==> config.mk <==
export PLATFORM = sky130hd
export DESIGN_NAME = z80_cache_loader
export DESIGN_NICKNAME = d
export VERILOG_FILES = /design/src/rtl/z80db_pkg.sv /design/src/rtl/sync2.sv /design/src/rtl/z80_cache_loader.sv
export SDC_FILE = /design/constraint.sdc
export NUM_CORES = 1
export LEC_CHECK = 0
export ABC_CLOCK_PERIOD_IN_PS = 2250
export BUFFER_PORTS_ARGS = -buffer_cell sky130_fd_sc_hd__buf_2
export CORE_ASPECT_RATIO = 2
export CORE_MARGIN = 5
export CORE_UTILIZATION = 50
export DETAILED_ROUTE_END_ITERATION = 16
export GPL_ROUTABILITY_DRIVEN = 0
export PLACE_DENSITY = 0.76
export SLEW_MARGIN = 20
export SYNTH_ARGS = -nofsm -noshare
export SYNTH_HDL_FRONTEND = slang
export SYNTH_SLANG_ARGS = --single-unit
==> constraint.sdc <==
create_clock -name clk -period 2.25 [get_ports clk]
set_input_delay 0 -clock clk [delete_from_list [all_inputs] [get_ports clk]]
set_output_delay 0 -clock clk [all_outputs]
set_load 0.02 [all_outputs]
==> src/rtl/z80db_pkg.sv <==
// Shared types and constants for the Z80 cache loader.
// State encoding, cache SRAM address width and default SRAM write timing.
package z80db_pkg;

    localparam int CACHE_ADDR_W     = 15;
    localparam int DEF_SETUP_CYCLES = 1;
    localparam int DEF_WE_CYCLES    = 2;
    localparam int LDR_CNT_W        = 8;

    typedef enum logic [2:0] {
        IDLE,
        REQ,
        WAIT,
        SETUP,
        STROBE,
        HOLD,
        REL
    } ldr_state_t;

endpackage

==> src/rtl/sync2.sv <==
// Two-flop synchroniser for a single asynchronous level, with selectable reset value.
// Latency 2 clocks; no backpressure.
module sync2 #(
    parameter logic RST_VAL = 1'b1
) (
    input  logic i_clk,
    input  logic i_reset,
    input  logic i_d,
    output logic o_q
);

    logic r_meta;
    logic r_sync;

    always_ff @(posedge i_clk) begin
        if (i_reset) begin
            r_meta <= RST_VAL;
            r_sync <= RST_VAL;
        end else begin
            r_meta <= i_d;
            r_sync <= r_meta;
        end
    end

    assign o_q = r_sync;

endmodule

==> src/rtl/z80_cache_loader.sv <==
// Streams a host byte image into cache SRAM while holding the Z80 bus; optional csum port (CACHE_LOADER_CHECKSUM_EN).
// Latency: 1 + SETUP_CYCLES + WE_CYCLES + 1 clocks per byte once BUSAK is seen.
// Backpressure: s_ready is only high in WAIT, so the stream stalls while a byte is being written.
module z80_cache_loader
    import z80db_pkg::*;
#(
    parameter int ADDR_W       = CACHE_ADDR_W,
    parameter int SETUP_CYCLES = DEF_SETUP_CYCLES,
    parameter int WE_CYCLES    = DEF_WE_CYCLES
) (
    input  logic              clk,
    input  logic              reset,
    input  logic              start,
    input  logic [ADDR_W-1:0] start_addr,
    input  logic              s_valid,
    input  logic [7:0]        s_data,
    input  logic              s_last,
    output logic              s_ready,
    output logic              busrq_n,
    input  logic              busak_n,
    output logic [ADDR_W-1:0] sram_a,
    output logic [7:0]        sram_d_o,
    output logic              sram_d_oe,
    output logic              sram_ce_n,
    output logic              sram_we_n,
    output logic              sram_oe_n,
    output logic              busy,
    output logic              done,
    output logic              err
`ifdef CACHE_LOADER_CHECKSUM_EN
    ,
    output logic [7:0]        csum
`endif
);

    localparam logic [LDR_CNT_W-1:0] SETUP_LAST = LDR_CNT_W'(SETUP_CYCLES - 1);
    localparam logic [LDR_CNT_W-1:0] WE_LAST    = LDR_CNT_W'(WE_CYCLES - 1);
    localparam logic [ADDR_W-1:0]    ADDR_TOP   = '1;

    ldr_state_t           r_state;
    logic [LDR_CNT_W-1:0] r_cnt;
    logic [ADDR_W-1:0]    r_addr;
    logic [7:0]           r_d_o;
    logic                 r_d_oe;
    logic                 r_ce_n;
    logic                 r_we_n;
    logic                 r_busrq_n;
    logic                 r_s_ready;
    logic                 r_last;
    logic                 r_busy;
    logic                 r_done;
    logic                 r_err;
`ifdef CACHE_LOADER_CHECKSUM_EN
    logic [7:0]           r_csum;
`endif

    logic                 w_busak_n_s;

    sync2 #(
        .RST_VAL (1'b1)
    ) u_busak_sync (
        .i_clk   (clk),
        .i_reset (reset),
        .i_d     (busak_n),
        .o_q     (w_busak_n_s)
    );

    always_ff @(posedge clk) begin
        if (reset) begin
            r_state   <= IDLE;
            r_cnt     <= '0;
            r_addr    <= '0;
            r_d_o     <= '0;
            r_d_oe    <= 1'b0;
            r_ce_n    <= 1'b1;
            r_we_n    <= 1'b1;
            r_busrq_n <= 1'b1;
            r_s_ready <= 1'b0;
            r_last    <= 1'b0;
            r_busy    <= 1'b0;
            r_done    <= 1'b0;
            r_err     <= 1'b0;
`ifdef CACHE_LOADER_CHECKSUM_EN
            r_csum    <= '0;
`endif
        end else begin
            r_done <= 1'b0;
            case (r_state)
                IDLE: begin
                    if (start) begin
                        r_state   <= REQ;
                        r_addr    <= start_addr;
                        r_err     <= 1'b0;
                        r_busy    <= 1'b1;
                        r_busrq_n <= 1'b0;
`ifdef CACHE_LOADER_CHECKSUM_EN
                        r_csum    <= '0;
`endif
                    end
                end
                REQ: begin
                    if (!w_busak_n_s) begin
                        r_state   <= WAIT;
                        r_s_ready <= 1'b1;
                    end
                end
                WAIT: begin
                    // ce_n falls here; we_n is held off until SETUP has elapsed
                    if (s_valid && r_s_ready) begin
                        r_s_ready <= 1'b0;
                        r_d_o     <= s_data;
                        r_last    <= s_last;
                        r_d_oe    <= 1'b1;
                        r_ce_n    <= 1'b0;
                        r_cnt     <= '0;
                        r_state   <= SETUP;
                    end
                end
                SETUP: begin
                    if (r_cnt == SETUP_LAST) begin
                        r_cnt   <= '0;
                        r_we_n  <= 1'b0;
                        r_state <= STROBE;
                    end else begin
                        r_cnt <= r_cnt + 1'b1;
                    end
                end
                STROBE: begin
                    if (r_cnt == WE_LAST) begin
                        r_we_n  <= 1'b1;
                        r_state <= HOLD;
                    end else begin
                        r_cnt <= r_cnt + 1'b1;
                    end
                end
                HOLD: begin
                    r_ce_n <= 1'b1;
                    r_d_oe <= 1'b0;
`ifdef CACHE_LOADER_CHECKSUM_EN
                    r_csum <= r_csum + r_d_o;
`endif
                    // the address never wraps: an unterminated image at the top aborts with err
                    if (r_last) begin
                        r_busrq_n <= 1'b1;
                        r_state   <= REL;
                    end else if (r_addr == ADDR_TOP) begin
                        r_err     <= 1'b1;
                        r_busrq_n <= 1'b1;
                        r_state   <= REL;
                    end else begin
                        r_addr    <= r_addr + 1'b1;
                        r_s_ready <= 1'b1;
                        r_state   <= WAIT;
                    end
                end
                REL: begin
                    if (w_busak_n_s) begin
                        r_state <= IDLE;
                        r_done  <= 1'b1;
                        r_busy  <= 1'b0;
                    end
                end
                default: r_state <= IDLE;
            endcase
        end
    end

    assign s_ready   = r_s_ready;
    assign busrq_n   = r_busrq_n;
    assign sram_a    = r_addr;
    assign sram_d_o  = r_d_o;
    assign sram_d_oe = r_d_oe;
    assign sram_ce_n = r_ce_n;
    assign sram_we_n = r_we_n;
    assign sram_oe_n = 1'b1;
    assign busy      = r_busy;
    assign done      = r_done;
    assign err       = r_err;
`ifdef CACHE_LOADER_CHECKSUM_EN
    assign csum      = r_csum;
`endif

endmodule

* After elaboration in Yosys (flattened, before gate mapping) *
Cells that the tools add are included.

storage, ports and cells
  bits in registers = 45
  latch bits = 0
  RAM bits = 0
  memory bits (read-only) = 0
  input port bits = 29
  output and inout port bits = 32
  logic and storage cells = 95
  memories kept = 0

cells by class
  add/sub/neg operators = 2
  multipliers = 0
  divide/modulo/power cells = 0
  magnitude comparators = 0
  eq/ne operators = 19
  shift-type cells = 0
  multiplexer cells = 38
  bitwise gates (word level) = 1
  reduce and logical (&&, ||, !) cells = 20

operators with widths
  kind                                                 number
  two-way mux 15 bit                                   3
  one-hot mux 15 bit (2 select lines)                  1
  two-way mux 3 bit                                    8
  two-way mux 8 bit                                    3
  one-hot mux 8 bit (3 select lines)                   1
  one-hot mux 3 bit (7 select lines)                   1
  inequality test 2 bit, second input constant         9
  adder 15 x 1 -> 15 bit, second input constant        1
  equality test 15 bit, second input constant          1
  two-way mux 1 bit                                    14
  one-hot mux 1 bit (2 select lines)                   6
  AND reduction 3 bit                                  4
  equality test 3 bit, second input constant           3
  adder 8 x 1 -> 8 bit, second input constant          1
  equality test 8 x 1 -> 1 bit, second input constant  1
  zero test 8 bit                                      1
  AND reduction 4 bit                                  2
  nonzero test 2 bit                                   4
  equality test 3 x 2 -> 1 bit, second input constant  2
  AND reduction 6 bit                                  1
  nonzero test 3 bit                                   2
  AND reduction 5 bit                                  1
  AND reduction 2 bit                                  2
  equality test 3 x 1 -> 1 bit, second input constant  1
  7 further kinds                                      7

* Logic depth before layout (Yosys ltp) *
Gate-level depths: netlist of the first run.

  word-level depth = 4
  mapped depth = 8
  gate-level depth less buffers = 6

* Hierarchy *
A second synthesis of the first run with hierarchy kept.

second synthesis, totals
  cell total of the unflattened synthesis = 293
  area total of the unflattened synthesis = 2319.7 um2

modules (own cells, without submodules)
  module            instances  cells an instance  area an instance (um2)  sequential area each (um2)
  z80_cache_loader  1          289                2267.2                  860.8
  sync2             1          4                  52.6                    40.0

* Worst setup path after synthesis of the first run *
OpenSTA, ideal clock, no wires.

  path kind = reg2reg
  start = register r_addr[0], in the netlist sram_a[0]
  end = register r_addr[13], in the netlist sram_a[13]
  library setup time = 0.127 ns
  arrival time = 1.765 ns
  data required time = 2.123 ns
  setup slack = 0.358 ns
  cell stages (with the launch flop) = 8
  buffers on the path = 1
  period minus slack after synthesis = 1.892 ns
  path through = dfxtp_1 ha_1 nand3_2 nor4_4 o31ai_2 buf_4 o21ai_1 a31oi_1

between the ends
  word-level cells in the longest chain between the ends = 4
  elaborated cells on any way between the ends = 7
  classes of those cells = add/sub (1); eq/ne (2); mux (3); reduce/logical (1)

RTL lines
  item                                 line                     source
  start: declaration                   z80_cache_loader.sv:42   logic [ADDR_W-1:0] r_addr;
  start signal: assignment             z80_cache_loader.sv:92   r_addr <= start_addr;
  start signal: assignment             z80_cache_loader.sv:151  r_addr <= r_addr + 1'b1;
  adder 15 x 1 -> 15 bit               z80_cache_loader.sv:151
  two-way mux 15 bit                   z80_cache_loader.sv:146  end else if (r_addr == ADDR_TOP) begin
  two-way mux 15 bit                   z80_cache_loader.sv:143  if (r_last) begin
  one-hot mux 15 bit (2 select lines)  z80_cache_loader.sv:88   case (r_state)

Several ways; a longest one is shown, not always the timed one. The select of a mux whose other input is x is not followed.
A chain may end at the register's enable or synchronous reset.

* Final worst setup path of the first run *
  start = register r_addr[1], in the netlist sram_a[1]
  end = register r_addr[2], in the netlist sram_a[2]

Same word-level chain as after synthesis.

==> results.txt, run 1 <==
FF+latch count, synth - 45
FF-to-FF setup slack - 0.26 ns
Area Growth Syn to Fin - 27.8%
critical path's largest stage delay - 0.38 ns
final wirelength - 6.56 mm
post-route ant nets - 0
root buf cell - clkbuf_8
antenna violations before repair - 0
Worst-Skew Late Latency - 0.30 ns
CP startpoint - sram_a[1]
r2r worst-path depth - 7
DR iter-0 viols - 145
first-pass GRT wire length - 10.8 mm
asr flop ratio synth - 0
Hold WC Path Type - in2reg
busiest grt layer - met2
global-route met2 utilization - 0.412
worst-case clock buffer depth - 2
Clock Sinks - 45
TritonRoute pass-1 iters - 4
Reg-to-Reg Start - sram_a[1]
Die ar. - 6340 um^2
H-tree Lvls - 2
slowest CP cell - nor4_4
Num CTS Buffers - 5
unrepaired setup endpoints after global routing - false
core area - 4640 um^2
Via density - 5.77
drt wl/cell - 15.2 um
Max-slew headroom - 0.510
Fin Hold WS - 0.00301 ns
Synth Flop Type - dfxtp_1
CP required - 2.45 ns
register area - 901 um^2
Buffers on Ports - 59
Worst-path clk slew - 0.09 ns
max-slew violations - 0
die width - 58.9 um
CP Data Arrival Time - 2.20 ns
Worst Skew - 0.0135 ns
leak pwr - 1.30 nW
final worst-path cycle share - 0.886
register area share after synthesis - 0.377
Final HPWL DP - 4.79 mm
die extent in y - 108 um
Multi-input gate area - 1390 um^2
CP endpoint kind - flip-flop
synthesized cell area - 2390 um^2
Rows - 35
worst setup margin - 0.257 ns
CTS tree - done
power per cell area - 832 nW/um^2
DP Worst Slack - -0.0879 ns
Total Routing Usage GR - 0.217
worst hold stages - 3
Worst-Margin Slew - 0.735 ns
Post-synth EDFFs - 0
fin crit period - 1.99 ns
Top Ports - 61
Mapped Cells - 294
total of max-cap violations - 0
share of layout cells above drive strength 1 - 0.280
ANT cells - 0
synth unique cells - 58
startpoint types - flip-flop
Ys Warns - 0
Setup violations, final - 0
Peak VDD IR - 0.743 mV
vias in the first global route - 2398
Initial Utilization - 0.514
crit-path max FO - 12
Hold Path End - sram_a[1]
nets - 407
# DRC - 0
Avg Cell Area, Syn - 8.12 um^2
outcome - finished clean
largest net degree at the start of global routing - 33
Synthesized Nets - 327
Hold Startpoint - start_addr[1]
crit-path cells - ha_1 -> nand3_2 -> nor4_4 -> buf_4 -> o31a_2 -> nor3_1 -> a31o_2
final-layout fill cell count - 437
M3 GR Usage - 0.0396
Crit Path Class - reg2reg
final setup TNS - 0 ns
grt ovf - 0
met1 GRT Util - 0.208
worst r2r dst - sram_a[2]
Final Hold Fails - 0
f_max - 502 MHz
via count - 2479
-- cell usage in the layout, fill, tap and decap left out, types with 2 or more instances in the layout --
cell           instances
nand2b_1               4
and2_1                 2
xor2_1                 6
or2_2                  3
a31o_2                 2
nand3_1                7
buf_2                 59
o31ai_1                4
nand3b_1               2
a21oi_1               32
nor2_1                19
o21ai_0               15
nor4_1                 3
buf_4                 19
dfxtp_1               45
dlygate4sd3_1         12
o2111ai_1              5
nor3_1                 9
or3_1                  5
o21ai_1                7
nand4_2                2
a31oi_1                3
a211oi_1               2
inv_1                  6
and4_1                 2
nand4_1                5
and3_1                 4
nor3b_1                2
ha_1                   4
a211oi_2               2
nand2_1               45
nand3_2                2
o211ai_1               2
nor2b_1                2
clkbuf_8               5
o32ai_1                2
nor4_4                 2
-- critical path, delay by kind of cell (launching register included) --
family | cells | cell delay, ns
simple gates | 3 | 0.59
buf+inv | 1 | 0.20
compound gates | 2 | 0.52
flops | 1 | 0.36
fa+ha+maj | 1 | 0.22
-- worst max path at each step --
| stage | end | slack (ns) | cells past startpoint |
|---|---|---|---|
| after detailed placement | sram_a[2] | -0.09 | 6 |
| final | sram_a[2] | 0.26 | 7 |
| after floorplan | sram_a[13] | 0.36 | 7 |
| after CTS | sram_a[0] | 0.24 | 6 |
| after global routing | sram_a[8] | 0.11 | 7 |
| after global placement | sram_a[2] | -0.03 | 6 |
-- per-layer routing --
| metal | up-vias | share of wire |
|---|---|---|
| met5 | - | 0 |
| li1 | 1233 | - |
| met2 | 54 | 0.58 |
| met3 | 16 | 0.037 |
| met4 | 0 | 0.031 |
| met1 | 1176 | 0.36 |
-- synthesized netlist by cell type (3+ instances only) --
| master | number | area (um^2) |
|---|---|---|
| nand2_1 | 45 | 169 |
| o21ai_0 | 15 | 75.1 |
| nand2b_1 | 4 | 25.0 |
| xor2_1 | 6 | 52.6 |
| o21ai_1 | 7 | 35.0 |
| nor2_1 | 19 | 71.3 |
| inv_1 | 6 | 22.5 |
| nor4_1 | 3 | 18.8 |
| nor3_1 | 9 | 45.0 |
| and3_1 | 4 | 25.0 |
| o31ai_1 | 4 | 30.0 |
| nand4_1 | 5 | 31.3 |
| a31oi_1 | 3 | 18.8 |
| ha_1 | 4 | 50.1 |
| clkbuf_1 | 9 | 33.8 |
| a21oi_1 | 32 | 160 |
| buf_2 | 4 | 20.0 |
| nand3_1 | 7 | 35.0 |
| or3_1 | 5 | 31.3 |
| dfxtp_1 | 45 | 901 |
| or2_2 | 3 | 18.8 |
| o2111ai_1 | 5 | 43.8 |
-- flip-flops by register name, summed over array words and instances, names as in the netlist, 3 cells and up --
| name | flops |
|---|---|
| r_state | 3 |
| sram_a | 15 |
| r_cnt | 8 |
| sram_d_o | 8 |
-- where the power goes --
part	internal, mW	switching (mW)	leakage, nW
Sequential	0.904	0.0892	0.367
Clock	0.334	0.281	0.0554
Combinational	0.363	0.568	0.876
Total	1.60	0.938	1.30
-- final cells by class --
type,instances,share of cell area
Multi-Input combinational cell,226,0.455
Sequential cell,45,0.295
Timing Repair Buffer,90,0.183
Clock buffer,6,0.0238
Tap cell,55,0.0226
Clock inverter,2,0.0127
Inverter,6,0.00738
-- what timing repair did --
item                                    4_1_cts  5_1_grt
hold endpoints to repair                     12        0
endpoints found under the setup margin        2        0
resized for setup                             1        0
hold buffers                                 12        0
setup buffers                                 0        0
-- stage by stage --
step / total power [mW] / std cells / cell area (um^2) / utilization
floorplan: 1.63 / 294 / 2390 / -
global placement: 1.89 / 410 / 2810 / 0.605
detailed placement: 1.92 / 410 / 2810 / 0.605
CTS: 2.56 / 430 / 3050 / 0.657
global route: 2.70 / 430 / 3050 / 0.657
finish: 2.54 / 430 / 3050 / 0.657
-- cell families after synthesis --
logic type / count (synthesis) / synth area share
other: 1 / 0.00157
AO/OA/AOI/OAI: 89 / 0.243
buffers and inverters: 23 / 0.0445
flip-flops: 45 / 0.377
XOR/XNOR: 6 / 0.0220
adder cells (fa/ha/maj): 4 / 0.0210
multiplexers: 1 / 0.00629
AND/OR/NAND/NOR: 125 / 0.284
No activity file was read; power rests on OpenSTA's default activity.
==> run 2: changes to the inputs <==
- BUFFER_PORTS_ARGS: -buffer_cell sky130_fd_sc_hd__buf_2 -> default
- DONT_BUFFER_PORTS: default -> 1
- PLACE_DENSITY: 0.76 -> default
==> run 2 against run 1 <==
Effect of this change: the run now ends with hold timing left; clock-buffer cell count shrank 1; sequential power grew 4%; global-route usage shrank 0.69 points; total power down 5.2%; final cell count fell by 11%; hold slack worse by 0.0036 ns; clock skew fell by 0.0053 ns; core utilization fell by 3.9 points; combinational power down 7.6%; critical path depth shrank 2; worst setup slack better by 0.061 ns; die area did not move; highest routed layer unchanged.
==> results.txt, run 2 (same netlist as run 1, synthesis figures left out) <==
Buffers on Ports - 0 (was 59)
Peak VDD IR - 0.501 mV (was 0.743 mV)
r2r worst-path depth - 5 (was 7)
CP required - 2.42 ns (was 2.45 ns)
Worst-path clk slew - 0.09 ns (about the same)
Crit Path Class - reg2reg (unchanged)
outcome - complete, but fails checks (was finished clean)
Hold WC Path Type - in2reg (unchanged)
Max-slew headroom - 0.579 (was 0.510)
unrepaired setup endpoints after global routing - false (unchanged)
max-slew violations - 0 (unchanged)
root buf cell - clkbuf_8 (unchanged)
worst-case clock buffer depth - 2 (unchanged)
violated checks - hold timing
Total Routing Usage GR - 0.211 (was 0.217)
final setup TNS - 0 ns (unchanged)
final-layout fill cell count - 443 (was 437)
Final HPWL DP - 4.67 mm (was 4.79 mm)
startpoint types - flip-flop (unchanged)
Rows - 35 (unchanged)
critical path's largest stage delay - 0.50 ns (was 0.38 ns)
nets - 361 (was 407)
Via density - 5.92 (was 5.77)
Reg-to-Reg Start - r_state[2] (was sram_a[1])
postcts setup bufs - 0 (unchanged)
TritonRoute pass-1 iters - 4 (unchanged)
CP startpoint - r_state[2] (was sram_a[1])
vias in the first global route - 2232 (was 2398)
ANT cells - 0 (unchanged)
post-route ant nets - 0 (unchanged)
max FFs per register - 15 (unchanged)
Multi-input gate area - 1380 um^2 (was 1390 um^2)
total of max-cap violations - 0 (unchanged)
DR iter-0 viols - 122 (was 145)
final worst-path cycle share - 0.859 (was 0.886)
# DRC - 0 (unchanged)
Finished Layout Cells - 384 (was 430)
drt wl/cell - 16.7 um (was 15.2 um)
Top Ports - 61 (unchanged)
Final Hold Fails - 1 (was 0)
largest net degree at the start of global routing - 37 (was 33)
end-of-flow core utilization - 0.618 (was 0.657)
Worst Skew - 0.00823 ns (was 0.0135 ns)
share of layout cells above drive strength 1 - 0.149 (was 0.280)
CP Data Arrival Time - 2.10 ns (was 2.20 ns)
cell family with most CP delay - simple AND/OR/NAND/NOR gates (unchanged)
Clock Sinks - 45 (unchanged)
DP Worst Slack - 0.325 ns (was -0.0879 ns)
CTS tree - done (unchanged)
die extent in y - 108 um (unchanged)
final wirelength - 6.42 mm (was 6.56 mm)
Fin Hold WS - -0.000551 ns (was 0.00301 ns)
first-pass GRT wire length - 10.4 mm (was 10.8 mm)
end of the critical path - s_ready (was sram_a[2])
f_max - 518 MHz (was 502 MHz)
Worst path depth - 5 (was 7)
die width - 58.9 um (unchanged)
Initial Utilization - 0.514 (unchanged)
core area - 4640 um^2 (unchanged)
crit-path cells - buf_4 -> and3b_1 -> o21ai_0 -> a41oi_1 -> nor3_1 (was ha_1 -> nand3_2 -> nor4_4 -> buf_4 -> o31a_2 -> nor3_1 -> a31o_2)
Die ar. - 6340 um^2 (unchanged)
Worst-Skew Late Latency - 0.30 ns (about the same)
leak pwr - 1.09 nW (was 1.30 nW)
CP endpoint kind - flip-flop (unchanged)
grt ovf - 0 (unchanged)
via count - 2273 (was 2479)
FF-to-FF setup slack - 0.32 ns (was 0.26 ns)
Num CTS Buffers - 5 (unchanged)
antenna violations before repair - 0 (unchanged)
commonest cells after routing, fill and taps aside - nand2_1 (45), dfxtp_1 (45), a21oi_1 (32) (was buf_2 (59), nand2_1 (45), dfxtp_1 (45))
power per cell area - 839 nW/um^2 (was 832 nW/um^2)
Worst-Margin Slew - 0.628 ns (was 0.735 ns)
fin crit period - 1.93 ns (was 1.99 ns)
sum of buffers and inverters on the critical path - 1 (unchanged)
register area - 901 um^2 (unchanged)
Setup violations, final - 0 (unchanged)
worst r2r dst - s_ready (was sram_a[2])
slowest CP cell - and3b_1 (was nor4_4)
worst setup margin - 0.318 ns (was 0.257 ns)
H-tree Lvls - 2 (unchanged)
placed cells - 352 (was 410)
crit-path max FO - 14 (was 12)
Area Growth Syn to Fin - 20.1% (was 27.8%)
run 2: cell type report:
cell class                 count  area share
multi-input combinational    226       0.481
sequential                    45       0.314
timing repair buffer          44       0.140
clock buffer                   5      0.0240
tap                           55      0.0240
clock inverter                 3     0.00916
inverter                       6     0.00785
run 2: how the worst min path moves through the flow:
stage	startpoint	to	slack [ns]	cells past startpoint
finish	start_addr[9]	sram_a[9]	-0.0006	2
global route	start_addr[9]	sram_a[9]	0.01	2
CTS	start_addr[9]	sram_a[9]	0.004	2
detailed placement	reset	sram_a[9]	0.07	1
global placement	reset	sram_a[9]	0.07	1
floorplan	busak_n	u_busak_sync.r_meta	0.10	1
run 2: through the flow:
stage | total power, mW | area (um^2)
floorplan | 1.63 | 2390
global placement | 1.86 | 2520
detailed placement | 1.86 | 2520
CTS | 2.43 | 2870
global route | 2.57 | 2870
finish | 2.41 | 2870
run 2: per-layer routing:
layer  part of all wire  global-route usage  vias to the layer above
met3              0.048              0.0408                       16
met4              0.032              0.0875                        0
li1                   -                   -                     1133
met5                  0                   0                        -
met2               0.56               0.396                       52
met1               0.36               0.214                     1072
run 2: report_power, final:
group / internal (mW) / leakage [nW] / switching (mW)
Clock: 0.226 / 0.0487 / 0.291
Sequential: 0.904 / 0.367 / 0.124
Combinational: 0.339 / 0.670 / 0.521
run 2: timing repair:
action / CTS / global route
setup endpoints to repair: 0 / 0
resized for setup: 0 / 0
endpoints found under the hold margin: 37 / 0
hold buffers: 24 / 0
